==> config.mk <==
export PLATFORM = sky130hd
export DESIGN_NAME = breadboard_sweeper
export DESIGN_NICKNAME = d
export VERILOG_FILES = /design/src/rtl/bb_pkg.sv /design/src/rtl/bb_misr.sv /design/src/rtl/breadboard_sweeper.sv
export SDC_FILE = /design/constraint.sdc
export NUM_CORES = 1
export LEC_CHECK = 0
export BUFFER_PORTS_ARGS = -buffer_cell sky130_fd_sc_hd__clkbuf_2
export CAP_MARGIN = 15
export CORE_MARGIN = 2
export CORE_UTILIZATION = 55
export CTS_CLUSTER_SIZE = 24
export DETAILED_ROUTE_END_ITERATION = 12
export PLACE_DENSITY = 0.77
export SYNTH_ARGS = -nofsm -noshare
export SYNTH_HDL_FRONTEND = slang
export SYNTH_SLANG_ARGS = --single-unit
==> constraint.sdc <==
create_clock -name clk -period 3.15 [get_ports clk]
set_input_delay 0.4725 -clock clk [delete_from_list [all_inputs] [get_ports clk]]
set_output_delay 0.4725 -clock clk [all_outputs]
set_load 0.02 [all_outputs]
==> src/rtl/bb_pkg.sv <==
// Shared types and constants for the breadboard sweeper and its MISR.
package bb_pkg;
  typedef enum logic [1:0] {IDLE, DRIVE, SAMPLE, DONE} state_t;

  localparam logic [15:0] SIG_SEED  = 16'hFFFF;
  // Feedback taps: bits 15, 14, 12 and 3 of the current signature
  localparam logic [15:0] MISR_TAPS = 16'hD008;
  localparam int unsigned NUM_VEC   = 16;
endpackage

==> src/rtl/bb_misr.sv <==
// 16-bit multiple-input signature register; load reseeds, step folds in one data word.
module bb_misr
  import bb_pkg::*;
#(
  parameter int unsigned DW = 10
) (
  input  logic          clk,
  input  logic          rst_n,
  input  logic          i_load,
  input  logic          i_step,
  input  logic [DW-1:0] i_data,
  output logic [15:0]   o_sig
);
  logic [15:0] r_sig;
  logic        w_fb;

  assign w_fb  = ^(r_sig & MISR_TAPS);
  assign o_sig = r_sig;

  always_ff @(posedge clk or negedge rst_n) begin
    if (!rst_n) begin
      r_sig <= SIG_SEED;
    end else if (i_load) begin
      r_sig <= SIG_SEED;
    end else if (i_step) begin
      r_sig <= {r_sig[14:0], w_fb} ^ 16'(i_data);
    end
  end
endmodule

==> src/rtl/breadboard_sweeper.sv <==
// Steps wxyz 0..15 into the function block, captures responses into a 16-entry table and a MISR.
// Optional golden comparison (err_cnt/first_err) is built when SWEEPER_CHECK_EN is defined.
module breadboard_sweeper
  import bb_pkg::*;
#(
  parameter int unsigned SETTLE_CYC = 4,
  parameter int unsigned NUM_OUT    = 10
`ifdef SWEEPER_CHECK_EN
  ,
  parameter logic [NUM_OUT*NUM_VEC-1:0] GOLDEN = '0
`endif
) (
  input  logic               clk,
  input  logic               rst_n,
  input  logic               start,
  output logic [3:0]         vec_out,
  input  logic [NUM_OUT-1:0] resp_in,
  output logic               busy,
  output logic               done,
  input  logic [3:0]         rd_addr,
  output logic [NUM_OUT-1:0] rd_data,
  output logic [15:0]        sig
`ifdef SWEEPER_CHECK_EN
  ,
  output logic [4:0]         err_cnt,
  output logic [3:0]         first_err
`endif
);
  state_t             r_state, w_next;
  logic [3:0]         r_idx, r_cnt;
  logic [NUM_OUT-1:0] r_table [NUM_VEC];
  logic [NUM_OUT-1:0] r_rd_data;
  logic               w_accept, w_settled, w_last_vec, w_sample;

  assign w_accept   = start && ((r_state == IDLE) || (r_state == DONE));
  assign w_settled  = (r_cnt == 4'(SETTLE_CYC - 1));
  assign w_last_vec = (r_idx == 4'(NUM_VEC - 1));
  assign w_sample   = (r_state == SAMPLE);

  assign vec_out = r_idx;
  assign busy    = (r_state == DRIVE) || (r_state == SAMPLE);
  assign done    = (r_state == DONE);
  assign rd_data = r_rd_data;

  always_ff @(posedge clk or negedge rst_n) begin
    if (!rst_n) r_state <= IDLE;
    else        r_state <= w_next;
  end

  always_comb begin
    w_next = r_state;
    case (r_state)
      IDLE, DONE: if (start) w_next = DRIVE;
      DRIVE:      if (w_settled) w_next = SAMPLE;
      SAMPLE:     w_next = w_last_vec ? DONE : DRIVE;
      default:    w_next = IDLE;
    endcase
  end

  // vec_out is the vector index itself, so it holds 4'hF through DONE
  always_ff @(posedge clk or negedge rst_n) begin
    if (!rst_n) begin
      r_idx <= '0;
      r_cnt <= '0;
    end else if (w_accept) begin
      r_idx <= '0;
      r_cnt <= '0;
    end else if (r_state == DRIVE) begin
      r_cnt <= w_settled ? '0 : r_cnt + 4'd1;
    end else if (w_sample) begin
      r_cnt <= '0;
      if (!w_last_vec) r_idx <= r_idx + 4'd1;
    end
  end

  // Table deliberately has no reset: contents survive reset and aborted sweeps
  always_ff @(posedge clk) begin
    if (w_sample) r_table[r_idx] <= resp_in;
  end

  always_ff @(posedge clk or negedge rst_n) begin
    if (!rst_n) r_rd_data <= '0;
    else        r_rd_data <= r_table[rd_addr];
  end

  bb_misr #(.DW(NUM_OUT)) u_misr (
    .clk    (clk),
    .rst_n  (rst_n),
    .i_load (w_accept),
    .i_step (w_sample),
    .i_data (resp_in),
    .o_sig  (sig)
  );

`ifdef SWEEPER_CHECK_EN
  logic [4:0] r_err_cnt;
  logic [3:0] r_first_err;
  logic       w_mismatch;

  assign w_mismatch = (resp_in != GOLDEN[r_idx*NUM_OUT +: NUM_OUT]);
  assign err_cnt    = r_err_cnt;
  assign first_err  = r_first_err;

  always_ff @(posedge clk or negedge rst_n) begin
    if (!rst_n) begin
      r_err_cnt   <= '0;
      r_first_err <= '0;
    end else if (w_accept) begin
      r_err_cnt   <= '0;
      r_first_err <= '0;
    end else if (w_sample && w_mismatch) begin
      if (r_err_cnt == '0)              r_first_err <= r_idx;
      if (r_err_cnt != 5'(NUM_VEC))     r_err_cnt   <= r_err_cnt + 5'd1;
    end
  end
`endif
endmodule

==> impl_metrics.env <==
export IMPL_run_status="complete, no violations"
export IMPL_drt_pre_antenna_iters=5
export IMPL_wl_met3_microns=943
export IMPL_maxUsedRoutingLayer="met4"
export IMPL_hold_violations=0
export IMPL_p_leak_nw=3.13
export IMPL_clk_transition_reported_paths_ns=0.07
export IMPL_post_place_ws_ns=0.915
export IMPL_final_critical_path_setup_slack_ns=1.11
export IMPL_m1WireLength_mm=6.63
export IMPL_port_buffers=48
export IMPL_die_height_microns=123
export IMPL_critPathKind="flop to output pin"
export IMPL_core_sq_um=13900
export IMPL_drt_iter0_markers=472
export IMPL_clk_latency_ns=0.43
export IMPL_global_route_wire_length_before_repair_mm=24.0
export IMPL_ys_async_sr_fraction_pct=18.4
export IMPL_routed_wl_met2_mm=7.63
export IMPL_mappedNetlistArea_sq_um=7790
export IMPL_postCtsHoldBufs=0
export IMPL_vdd_ir_drop_worst_mv=0.565
export IMPL_final_setup_viol_count=0
export IMPL_post_route_period_util_pct=64.8
export IMPL_arrival_time_of_the_worst_setup_path_ns=1.57
export IMPL_wire_per_inst_microns=22.8
export IMPL_critical_path_required_ns=2.68
export IMPL_floorplan_initialDensity_pct=56.1
export IMPL_timing_rr_end="r_table[3][5]"
export IMPL_timing_critical_path_fanout_max=6
export IMPL_first_global_vias=4206
export IMPL_clock_skew_ns=0.00690
export IMPL_placed_instance_count=657
export IMPL_worstHoldPathType="input pin to asynchronous set/reset pin"
export IMPL_worst_r2r_setup_slack_ns=1.24
export IMPL_routed_wirelength_mm=15.7
export IMPL_drcViolationCount=0
export IMPL_holdWs_ns=0.226
export IMPL_regToRegStartpoint="r_state[0]"
export IMPL_synth_warn=0
export IMPL_fmax_ghz=0.490
export IMPL_synth_cell_type_count=35
export IMPL_sequential_to_total_area_share_from_yosys_stat_pct=73.5
export IMPL_fp_dieArea_sq_um=15100
export IMPL_die_x_microns=123
export IMPL_postSynthNetCount=452
export IMPL_finalSetupTns_ns=0
export IMPL_cts_post_setup_buffers_inserted=0
export IMPL_power_density_nw_per_um2=679
export IMPL_cts_buf_count=17
export IMPL_gp_routability_congestion=0.825
export IMPL_root_buffer="sky130_fd_sc_hd__clkbuf_16"
export IMPL_gr_usage_all_layers_pct=22.9
export IMPL_max_cap_viol_count=0
export IMPL_synth_flop_cell="sky130_fd_sc_hd__edfxtp_1"
export IMPL_worstRegToRegCells=6
export IMPL_cts_path_max_buffers=2
export IMPL_detail_route_vias_per_cell=5.92
export IMPL_detailroute_via_count=4079
export IMPL_report_final_slew_viol_count=0
export IMPL_synth_edf_count=160
export IMPL_global_route_overflow_total=0
export IMPL_syn_inst=426
export IMPL_syn_area_per_cell_sq_um=18.3
export IMPL_drive_above_1_share_pct=28.1
export IMPL_element_type_at_the_critical_path_end="output pin"
export IMPL_max_slew_margin_rel_pct=31.3
export IMPL_drt_antenna_violating_nets=0
export IMPL_grt_antenna_before_repair=0
export IMPL_detailed_place_hpwl_mm=9.76
export IMPL_antenna_diode_count=0
export IMPL_clock_sink_count=196
export IMPL_floorplan_io_pins=49
export IMPL_tightestPinTransition_ns=1.03
export IMPL_cts_htree_levels=4
export IMPL_fin_crit_ns=2.04
export IMPL_tritoncts_clock_tree="done"
export IMPL_post_layout_nonfiller_instances=689
export IMPL_synth_seq_cells=196
export IMPL_area_growth_pct=14.6
export IMPL_row_count=43
export IMPL_grt_max_degree=37
export IMPL_post_cts_resize_count=0
export IMPL_nNetsFinal=522
export IMPL_grt_setup_unrepaired="no"
export IMPL_timing_critical_path_from_type="flop"
==> critical path: stages (launching register included) <==
cell                       delay [ns]
sky130_fd_sc_hd__dfrtp_1         0.42
sky130_fd_sc_hd__inv_1           0.07
sky130_fd_sc_hd__ha_1            0.36
sky130_fd_sc_hd__inv_1           0.12
sky130_fd_sc_hd__clkbuf_2        0.18
==> how the worst max path moves through the flow <==
stage / end / from / cells past startpoint
2_1_floorplan: r_table[2][0] / r_state[0] / 6
3_3_place_gp: rd_data[4] / rd_addr[0] / 5
3_5_place_dp: rd_data[1] / rd_addr[0] / 5
4_1_cts: busy / r_state[0] / 4
5_1_grt: busy / r_state[0] / 4
6_report: busy / r_state[0] / 4
==> state kept, by name, summed over array words and instances, names as in the netlist <==
name / cells
r_cnt: 4
r_state: 2
r_table: 160
rd_data: 10
u_misr.o_sig: 16
vec_out: 4
==> cells in the final DEF, fill, tap and decap left out, types with 5 or more instances in the layout <==
| cell type | instances |
|---|---|
| sky130_fd_sc_hd__xnor2_1 | 12 |
| sky130_fd_sc_hd__clkinv_2 | 5 |
| sky130_fd_sc_hd__dfstp_2 | 16 |
| sky130_fd_sc_hd__inv_1 | 7 |
| sky130_fd_sc_hd__a22oi_1 | 20 |
| sky130_fd_sc_hd__clkbuf_16 | 17 |
| sky130_fd_sc_hd__nand2_1 | 48 |
| sky130_fd_sc_hd__edfxtp_1 | 160 |
| sky130_fd_sc_hd__o21ai_0 | 15 |
| sky130_fd_sc_hd__mux2i_1 | 8 |
| sky130_fd_sc_hd__mux4_2 | 28 |
| sky130_fd_sc_hd__dfrtp_1 | 20 |
| sky130_fd_sc_hd__ha_1 | 9 |
| sky130_fd_sc_hd__clkbuf_2 | 48 |
| sky130_fd_sc_hd__nor2_1 | 19 |
| sky130_fd_sc_hd__buf_4 | 20 |
| sky130_fd_sc_hd__mux4_1 | 12 |
| sky130_fd_sc_hd__nand2b_1 | 6 |
==> logic make-up (layout without fill, tap and decap cells) <==
kind of cell               after synthesis  after routing  synth area share, %
DFF                                    196            196                 73.5
and+or+nand+nor                         88             88                 4.87
muxes                                   48             48                 13.2
AOI/OAI and AO/OA                       46             46                 3.73
buffers and inverters                   25            108                 1.72
xor gates and xnor gates                14             14                 1.57
adders and majority gates                9              9                 1.45
==> metrics by stage <==
stage	util, %	instance area, sq um	power, mW
final	64.3	8930	6.06
after global placement	59.9	8320	3.87
after detailed placement	59.9	8320	3.91
after floorplan	-	7790	3.64
after global routing	64.3	8930	6.30
after CTS	64.3	8930	6.09
==> power by group <==
| group | total, mW | switching, mW | internal (mW) |
|---|---|---|---|
| Sequential | 3.05 | 0.111 | 2.94 |
| Combinational | 0.806 | 0.513 | 0.293 |
| Clock | 2.21 | 0.886 | 1.33 |
==> per-layer routing <==
layer  vias up  GRT usage (%)
li1       1794              -
met1      2098           32.1
met2       157           34.8
met3        30           4.84
met4         0           10.9
met5         -              0
==> cells in the mapped netlist, drive strengths merged (7+ instances only) <==
master    n  area (sq um)
edfxtp  160          4800
nand2    48           180
mux4     40           946
a22oi    20           150
dfrtp    20           500
nor2     19          71.3
o21ai    17          85.1
dfstp    16           420
buf      13          88.8
xnor2    12           105
ha        9           113
mux2i     8          80.1
inv       7          26.3
==> area by class of cell <==
class	instances	area [sq um]
flip-flops and latches	196	5730
fillers	934	4950
multi-input cells	205	1930
clock buffers	22	484
repair buffers	69	410
well taps	180	225
clock inverters	10	128
inverters	7	26.3
(Power assumes the default switching activity.)
